===== src/rtl/dump_ctrl_pkg.sv =====
// Shared types for the dump window controller: FSM state encoding and retrigger modes.
// No logic; a 2-line header keeps the slice consistent.
package dump_ctrl_pkg;

  typedef enum logic [1:0] {
    IDLE   = 2'd0,
    ACTIVE = 2'd1,
    PAUSED = 2'd2
  } dump_state_e;

  localparam int unsigned RESTART_IGNORE = 0;
  localparam int unsigned RESTART_EXTEND = 1;

endpackage


===== src/rtl/dump_period_timer.sv =====
// Free-running modulo-PERIOD counter, started once by `start`; registered tick, 1-cycle latency.
// Tick fires PERIOD cycles after the cycle following start, then every PERIOD cycles; PERIOD=0 never ticks.
module dump_period_timer #(
  parameter int unsigned PERIOD = 10000,
  parameter int unsigned CNT_W  = 16
) (
  input  logic clock,
  input  logic reset_n,
  input  logic start,
  output logic tick
);

  localparam int unsigned LAST_I  = (PERIOD > 0) ? PERIOD - 1 : 0;
  localparam logic [CNT_W-1:0] LAST = CNT_W'(LAST_I);
  localparam bit          ENABLED = (PERIOD != 0);

  logic             running_q, running_d;
  logic [CNT_W-1:0] cnt_q, cnt_d;
  logic             tick_q, tick_d;

  always_comb begin
    running_d = running_q | start;
    cnt_d     = cnt_q;
    tick_d    = 1'b0;
    if (running_q) begin
      if (cnt_q == LAST) begin
        cnt_d  = '0;
        tick_d = ENABLED;
      end else begin
        cnt_d = cnt_q + 1'b1;
      end
    end
  end

  always_ff @(posedge clock or negedge reset_n) begin
    if (!reset_n) begin
      running_q <= 1'b0;
      cnt_q     <= '0;
      tick_q    <= 1'b0;
    end else begin
      running_q <= running_d;
      cnt_q     <= cnt_d;
      tick_q    <= tick_d;
    end
  end

  assign tick = tick_q;

endmodule


===== src/rtl/dump_window_ctrl.sv =====
// Trigger-driven dump window controller emitting vars/on/off/all control pulses and a window level.
// All outputs registered, 1-cycle latency from trigger; no backpressure, triggers are sampled every cycle.
module dump_window_ctrl
  import dump_ctrl_pkg::*;
#(
  parameter int unsigned WINDOW      = 500,
  parameter int unsigned CKPT_PERIOD = 10000,
  parameter int unsigned RESTART     = 0,
  parameter int unsigned CNT_W       = 16,
  parameter int unsigned WCNT_W      = 8
) (
  input  logic              clock,
  input  logic              reset_n,
  input  logic              trigger,
  output logic              dump_on,
  output logic              dump_vars_pulse,
  output logic              dump_on_pulse,
  output logic              dump_off_pulse,
  output logic              dump_all_pulse,
  output logic              armed,
  output logic [WCNT_W-1:0] window_count
);

  localparam logic [CNT_W-1:0] WIN_LD = CNT_W'(WINDOW);
  localparam logic [CNT_W-1:0] ONE    = CNT_W'(1);

  dump_state_e       state_q, state_d;
  logic [CNT_W-1:0]  remaining_q, remaining_d;
  logic              on_q, on_d;
  logic              vars_q, vars_d;
  logic              onp_q, onp_d;
  logic              offp_q, offp_d;
  logic              armed_q, armed_d;
  logic [WCNT_W-1:0] wcount_q, wcount_d;
  logic              start_win;
  logic              ckpt_start;

  always_comb begin
    state_d     = state_q;
    remaining_d = remaining_q;
    vars_d      = 1'b0;
    onp_d       = 1'b0;
    armed_d     = armed_q;
    wcount_d    = wcount_q;
    start_win   = 1'b0;

    case (state_q)
      IDLE: begin
        if (trigger) begin
          start_win = 1'b1;
          vars_d    = 1'b1;
          armed_d   = 1'b1;
        end
      end
      PAUSED: begin
        if (trigger) start_win = 1'b1;
      end
      ACTIVE: begin
        // A trigger on the last cycle chains a fresh window in either mode.
        if (remaining_q == ONE) begin
          if (trigger) begin
            start_win = 1'b1;
          end else begin
            state_d     = PAUSED;
            remaining_d = '0;
          end
        end else if (trigger && (RESTART != RESTART_IGNORE)) begin
          remaining_d = WIN_LD;
        end else begin
          remaining_d = remaining_q - 1'b1;
        end
      end
      default: state_d = IDLE;
    endcase

    if (start_win) begin
      state_d     = ACTIVE;
      remaining_d = WIN_LD;
      onp_d       = 1'b1;
      if (wcount_q != '1) wcount_d = wcount_q + 1'b1;
    end

    on_d   = (state_d == ACTIVE);
    offp_d = on_d && (remaining_d == ONE);
  end

  always_ff @(posedge clock or negedge reset_n) begin
    if (!reset_n) begin
      state_q     <= IDLE;
      remaining_q <= '0;
      on_q        <= 1'b0;
      vars_q      <= 1'b0;
      onp_q       <= 1'b0;
      offp_q      <= 1'b0;
      armed_q     <= 1'b0;
      wcount_q    <= '0;
    end else begin
      state_q     <= state_d;
      remaining_q <= remaining_d;
      on_q        <= on_d;
      vars_q      <= vars_d;
      onp_q       <= onp_d;
      offp_q      <= offp_d;
      armed_q     <= armed_d;
      wcount_q    <= wcount_d;
    end
  end

  assign ckpt_start = (state_q == IDLE) && trigger;

  dump_period_timer #(
    .PERIOD (CKPT_PERIOD),
    .CNT_W  (CNT_W)
  ) u_ckpt_timer (
    .clock   (clock),
    .reset_n (reset_n),
    .start   (ckpt_start),
    .tick    (dump_all_pulse)
  );

  assign dump_on         = on_q;
  assign dump_vars_pulse = vars_q;
  assign dump_on_pulse   = onp_q;
  assign dump_off_pulse  = offp_q;
  assign armed           = armed_q;
  assign window_count    = wcount_q;

endmodule


===== config.mk =====
export PLATFORM = sky130hd
export DESIGN_NAME = dump_window_ctrl
export DESIGN_NICKNAME = d
export VERILOG_FILES = /design/src/rtl/dump_ctrl_pkg.sv /design/src/rtl/dump_period_timer.sv /design/src/rtl/dump_window_ctrl.sv
export SDC_FILE = /design/constraint.sdc
export NUM_CORES = 1
export LEC_CHECK = 0
export BUFFER_PORTS_ARGS = -buffer_cell sky130_fd_sc_hd__buf_2
export CAP_MARGIN = 20
export CORE_MARGIN = 8
export CORE_UTILIZATION = 35
export DETAILED_ROUTE_END_ITERATION = 8
export HOLD_SLACK_MARGIN = 0.06
export PLACE_DENSITY = 0.47
export SYNTH_ARGS = -nofsm -noshare
export SYNTH_HDL_FRONTEND = slang
export SYNTH_HIERARCHICAL = 1
export SYNTH_SLANG_ARGS = --single-unit

===== constraint.sdc =====
create_clock -name clock -period 4.4 [get_ports clock]
set_input_delay 1.32 -clock clock [delete_from_list [all_inputs] [get_ports clock]]
set_output_delay 1.32 -clock clock [all_outputs]
set_load 0.01 [all_outputs]

==> Word level (Yosys, flattened, before mapping) <==
Index checks and enable logic that the tools add are counted.
{ "totals": {"word_cells": 44, "memories": 0, "input_bits": 3, "latchBits": 0, "reg_bits": 49, "mem_bits_rw": 0, "rom_bits": 0, "out_inout_bits": 14} }
{ "classes": {"eq_ne": 7, "n_mul": 0, "n_reduce_logical": 6, "muxes": 16, "addsub": 3, "bitwise_logic": 1, "order_cmp": 0, "n_div": 0, "n_shift": 0} }
{ "ops": {"columns": ["op", "count"], "rows": [
  ["2-to-1 mux 16 bit", 5],
  ["== test 16 x 1 -> 1 bit (second input constant)", 2],
  ["adder 16 x 1 -> 16 bit (second input constant)", 1],
  ["== test 16 x 14 -> 1 bit (second input constant)", 1],
  ["subtractor 16 x 1 -> 16 bit (second input constant)", 1],
  ["adder 8 x 1 -> 8 bit (second input constant)", 1],
  ["inequality test 8 bit (second input constant)", 1],
  ["2-to-1 mux 1 bit", 6],
  ["2-to-1 mux 2 bit", 3],
  ["== test 2 x 1 -> 1 bit (second input constant)", 2],
  ["case mux 2 bit (2 select lines)", 1],
  ["AND reduction 2 bit", 2],
  ["== test 2 bit (second input constant)", 1],
  ["logical AND 1 bit", 2],
  ["logical NOT 2 bit", 1],
  ["case mux 1 bit (2 select lines)", 1],
  ["OR reduction 2 bit", 1],
  ["bitwise OR 1 bit", 1]
]} }

==> Logic depth before layout (Yosys ltp) <==
{ "depth": {"word_depth": 6, "mapped_depth": 10, "depth_no_buf": 9} }

==> Cells and area by module <==
Netlist, hierarchy kept.
{ "by_module_without_submodules": {"columns": ["module", "cells_each", "n_inst", "area_each_um2"], "rows": [
  ["dump_window_ctrl", 188, 1, 1781.7],
  ["dump_period_timer", 83, 1, 888.4]
]} }

==> Worst setup path before layout <==
No wires, ideal clock.
{ "synth_path": {"kind": "input to register", "startpoint": "input port trigger", "endpoint": "register offp_q (netlist: dump_off_pulse)", "required_ns": 4.304, "setup_slack_ns": 1.966, "t_arrival_ns": 2.338, "n_path_buf": 0, "path_stages": 6, "setup_ns": 0.096, "cell_sequence": "nor2_1 -> nand2_1 -> o41ai_1 -> a31o_1 -> or4_4 -> nor4_2"} }
{ "synth_via": {"elab_chain_len": 6, "elab_cells_between_ends": 14} }
{ "synth_rtl": {"columns": ["item", "line_no", "text"], "rows": [
  ["start, declared", "dump_window_ctrl.sv:14", "input logic trigger,"],
  ["2-to-1 mux 1 bit or 2-to-1 mux 16 bit (tied branches)", "dump_window_ctrl.sv:49, dump_window_ctrl.sv:56, dump_window_ctrl.sv:61", null],
  ["2-to-1 mux 1 bit or 2-to-1 mux 16 bit (tied branches)", "dump_window_ctrl.sv:60", "if (remaining_q == ONE) begin"],
  ["case mux 1 bit (2 select lines) or 2-to-1 mux 16 bit (tied branches)", "dump_window_ctrl.sv:47", "case (state_q)"],
  ["2-to-1 mux 16 bit (*)", "dump_window_ctrl.sv:76", "if (start_win) begin"],
  ["named net remaining_d[11]", "dump_window_ctrl.sv:28", "logic [CNT_W-1:0] remaining_q, remaining_d;"],
  ["== test 16 x 1 -> 1 bit (*)", "dump_window_ctrl.sv:84", "offp_d = on_d && (remaining_d == ONE);"],
  ["logical AND 1 bit (*)", "dump_window_ctrl.sv:84", null],
  ["named net offp_d", "dump_window_ctrl.sv:32", "logic offp_q, offp_d;"],
  ["end signal, assigned", "dump_window_ctrl.sv:103", "offp_q <= offp_d;"],
  ["end, declared", "dump_window_ctrl.sv:32", null]
]} }
The timed path passes the listed nets; every way through them passes the cells marked *.
A chain may end at the register's enable or synchronous reset.

==> Worst setup path after layout <==
{ "layout_path": {"startpoint": "register remaining_q[0]", "endpoint": "register offp_q (netlist: dump_off_pulse)"} }
{ "layout_via": {"elab_chain_len": 6, "elab_cells_between_ends": 14} }
{ "layout_rtl": {"columns": ["item", "line_no", "text"], "rows": [
  ["start, declared", "dump_window_ctrl.sv:28", null],
  ["start signal, assigned", "dump_window_ctrl.sv:99", "remaining_q <= remaining_d;"],
  ["subtractor 16 x 1 -> 16 bit or == test 16 x 1 -> 1 bit (tied branches)", "dump_window_ctrl.sv:70, dump_window_ctrl.sv:60", null],
  ["2-to-1 mux 16 bit or 2-to-1 mux 1 bit (tied branches)", "dump_window_ctrl.sv:60", null],
  ["2-to-1 mux 16 bit or case mux 1 bit (2 select lines) (tied branches)", "dump_window_ctrl.sv:47", null],
  ["2-to-1 mux 16 bit (*)", "dump_window_ctrl.sv:76", null],
  ["named net remaining_d[10]", "dump_window_ctrl.sv:28", null],
  ["== test 16 x 1 -> 1 bit (*)", "dump_window_ctrl.sv:84", null],
  ["logical AND 1 bit (*)", "dump_window_ctrl.sv:84", null],
  ["named net offp_d", "dump_window_ctrl.sv:32", null]
]} }
Marked as above.

==> qor.yml <==
synth:
  yosys_warnings: 6
  ys.flop_type: "dfrtp_1"
  synth_cell_type_count: 56
  netlist.area_leader.share: 0.459
  synth.most_common_cell: "dfrtp_1"
  yosysSeqAreaShare: 0.459
  synth_fp_nets: 278
  synth_edf_count: 0
  postSynthCellCount: 271
  yosysTopAreaCell: "dfrtp_1"
  synth_common_cells: "49 x dfrtp_1, 18 x nand2_1, 18 x nor2_1, 15 x nand3_1, 13 x a21oi_1"
  synth.avg_cell_area_sq_um: 9.85
  synth_area_leaders: "dfrtp_1 46%, xor2_1 3.6%, xnor2_1 3.0%"
  synth-seq-cells: 49
  netlist_area_sq_um: 2670
  async_flop_share: 1.00
clock_network:
  clock_path_buffers: 2
  cts_root_buffer: "clkbuf_8"
  insertion_delay_ns: 0.31
  numCtsBuffers: 5
  cts_tree: "built"
  clk_pin_slew_ns: 0.10
  cts-hold-fix-buffers: 0
  cts_setup_buffers: 0
  ctsResizeCount: 0
  clock-sinks: 49
  htree_levels: 2
final_layout:
  final_cells: 385
  diodes: 0
  drive_above_1_share: 0.163
  areaGrowthSynthToFinish_pct: 9.70
  layout.nets: 289
  fill_cells: 743
worst_setup_path:
  critPathMaxStageDelay_ns: 0.65
  worstPathCellList: "inv_1 > ha_1 > nor3b_1 > o2111ai_1 > a21oi_1 > o21ai_0 > or4_4 > nor4_2"
  cp_num_buf_inv: 1
  cp_slowest_cell: "nor3b_1"
  critical_path_arrival_ns: 3.22
  path_depth: 8
  critPathCaptureType: "flip-flop"
  rrSetupSlack_ns: 1.38
  crit_start: "remaining_q[0]$_DFF_PN0_"
  crit_path_max_fanout: 7
  timing.rr.start: "remaining_q[0]$_DFF_PN0_"
  cp-endpoint: "dump_off_pulse$_DFF_PN0_"
  critical_path_required_ns: 4.60
  critPathLaunchType: "flip-flop"
  reg2reg_to: "dump_off_pulse$_DFF_PN0_"
  critPathKind: "reg -> reg"
  r2r_cells: 8
  path_delay_family: "simple AND/OR/NAND/NOR gates"
placed_design:
  dp_hpwl_mm: 4.41
  gp_congestion: 0.868
  placedCellCount: 377
  dpl_worst_slack_ns: 1.37
  port_buffers: 16
global_routing:
  use_met1: 0.167
  grt_pass1_wl_mm: 10.5
  grt_overflow: 0
  antenna_found_initial: 0
  grt.total_usage: 0.127
  grt_pass1_vias: 2034
  top_usage_layer: "met2"
  grtUsageMet3: 0.0234
  use_met2: 0.197
  grt_max_degree: 27
timing:
  fin_ws_ns: 1.38
  rsz0062_at_grt: "no"
  min_period_ns: 3.02
  fmax_ghz: 0.332
  fin_worst_skew_ns: 0.0145
  finalHoldViolCount: 0
  drv_slew: 0
  whs_ns: 0.472
  setup_viol: 0
  slew_headroom: 0.484
  fin_tns_setup_ns: 0
  period_share: 0.685
  tightest_slew_ns: 0.773
flow_run:
  maxCapViolations: 0
routing:
  drt_wl_total_mm: 6.18
  via_per_inst: 5.30
  drt_iter0_drc: 110
  vias: 2042
  drt-pass1-iter-count: 4
  avgRoutedWirePerCell_um: 16.1
  ant_nets: 0
  drc: 0
floorplan:
  die_h_um: 103
  die-width_um: 103
  dieArea_sq_um: 10700
  rows: 32
  core_sq_um: 7570
  start_util: 0.353
  pin_count: 17
power_and_ir_drop:
  pwr-share-comb: 0.230
  clock_power_share: 0.259
  p_int_uw: 836
  ir_worst_vdd_mv: 0.171
  swShare: 0.350
  powerDensity_nw_per_um2: 439
  p_switching_uw: 451
  power_frac_seq: 0.511
  p_leak_uw: 0.00125
outcome:
  outcome: "completed"
min_path:
  hold_class: "reg -> reg"
[sequential cells by signal, summed over array words and instances, names as in the netlist, 2 cells and up]
name / cells
u_ckpt_timer/cnt_q: 16
state_q: 2
remaining_q: 16
window_count: 8
[power by group through the flow]
stage / clock network (uW) / registers [uW] / logic (uW)
final: 333 / 658 / 296
after global routing: 363 / 671 / 335
after CTS: 348 / 656 / 298
after detailed placement: 0 / 665 / 295
after global placement: 0 / 662 / 297
after floorplan: 0 / 625 / 248
[cells in the final DEF (no fill, tap or decap), types with 2 or more instances in the layout]
master | synthesis | layout
or4_4 | 4 | 4
clkbuf_8 | 0 | 5
o311ai_0 | 3 | 3
inv_1 | 10 | 10
nand2_1 | 18 | 18
or3_1 | 3 | 3
dfrtp_1 | 49 | 49
a31oi_1 | 2 | 2
nand4_1 | 8 | 8
and2_1 | 3 | 3
or4_1 | 6 | 6
nor4_4 | 3 | 3
nor3_1 | 11 | 11
nand2b_1 | 7 | 7
nand3_1 | 15 | 15
xor2_1 | 11 | 11
or3b_2 | 3 | 3
nor4_1 | 6 | 6
nor3b_1 | 2 | 2
or2_2 | 4 | 4
nor2b_1 | 2 | 2
a22oi_1 | 2 | 2
buf_4 | 0 | 2
xnor2_1 | 9 | 9
o31ai_1 | 2 | 2
o21ai_0 | 9 | 9
nor2_1 | 18 | 18
a21o_1 | 3 | 3
a21oi_1 | 13 | 13
and4_1 | 3 | 3
ha_1 | 4 | 4
buf_2 | 3 | 16
[layer usage]
| metal | up-vias | wire length (um) | part of all wire |
|---|---|---|---|
| li1 | 1007 | - | - |
| met5 | - | 0 | 0 |
| met1 | 978 | 2900 | 0.47 |
| met4 | 0 | 125 | 0.020 |
| met2 | 44 | 2940 | 0.48 |
| met3 | 13 | 218 | 0.035 |
[cells by family (layout without fill, tap and decap cells)]
logic type | after synthesis | after routing | share of synthesized area
xor+xnor | 20 | 20 | 0.0656
fa+ha+maj | 4 | 4 | 0.0187
flops | 49 | 49 | 0.459
compound gates | 49 | 49 | 0.124
simple gates | 124 | 124 | 0.284
mux | 1 | 1 | 0.00422
buf+inv | 24 | 36 | 0.0436
[worst min-delay path by stage]
stage / from / to / slack [ns] / depth (start not counted)
finish: u_ckpt_timer/cnt_q[15]$_DFFE_PN0P_ / u_ckpt_timer/cnt_q[15]$_DFFE_PN0P_ / 0.47 / 1
CTS: u_ckpt_timer/cnt_q[15]$_DFFE_PN0P_ / u_ckpt_timer/cnt_q[15]$_DFFE_PN0P_ / 0.48 / 1
global route: u_ckpt_timer/cnt_q[15]$_DFFE_PN0P_ / u_ckpt_timer/cnt_q[15]$_DFFE_PN0P_ / 0.50 / 1
floorplan: u_ckpt_timer/cnt_q[15]$_DFFE_PN0P_ / u_ckpt_timer/cnt_q[15]$_DFFE_PN0P_ / 0.44 / 1
global placement: armed$_DFFE_PN0P_ / armed$_DFFE_PN0P_ / 0.45 / 1
detailed placement: u_ckpt_timer/cnt_q[15]$_DFFE_PN0P_ / u_ckpt_timer/cnt_q[15]$_DFFE_PN0P_ / 0.46 / 1
[worst register-to-register path, delay by kind of cell, from the launching register on]
| family | cells | cell delay, ns |
|---|---|---|
| AND/OR/NAND/NOR | 3 | 1.37 |
| buffers and inverters | 1 | 0.11 |
| adder cells (fa/ha/maj) | 1 | 0.18 |
| AO/OA/AOI/OAI | 3 | 0.80 |
| flip-flops | 1 | 0.46 |
[stage by stage]
stage                     area (sq um)  utilization  total power, uW
final                             2930        0.387             1290
after global routing              2930        0.387             1370
after CTS                         2930        0.387             1300
after detailed placement          2810        0.372              960
after global placement            2810        0.372              959
after floorplan                   2670            -              873
[final cells by class]
cell class | count | area, sq um | share of cell area
multi-input cells | 198 | 1330 | 0.453
flip-flops and latches | 49 | 1230 | 0.419
well taps | 102 | 128 | 0.0436
repair buffers | 18 | 95.1 | 0.0325
clock buffers | 5 | 68.8 | 0.0235
clock inverters | 3 | 46.3 | 0.0158
inverters | 10 | 37.5 | 0.0128
(Power assumes the default switching activity.)
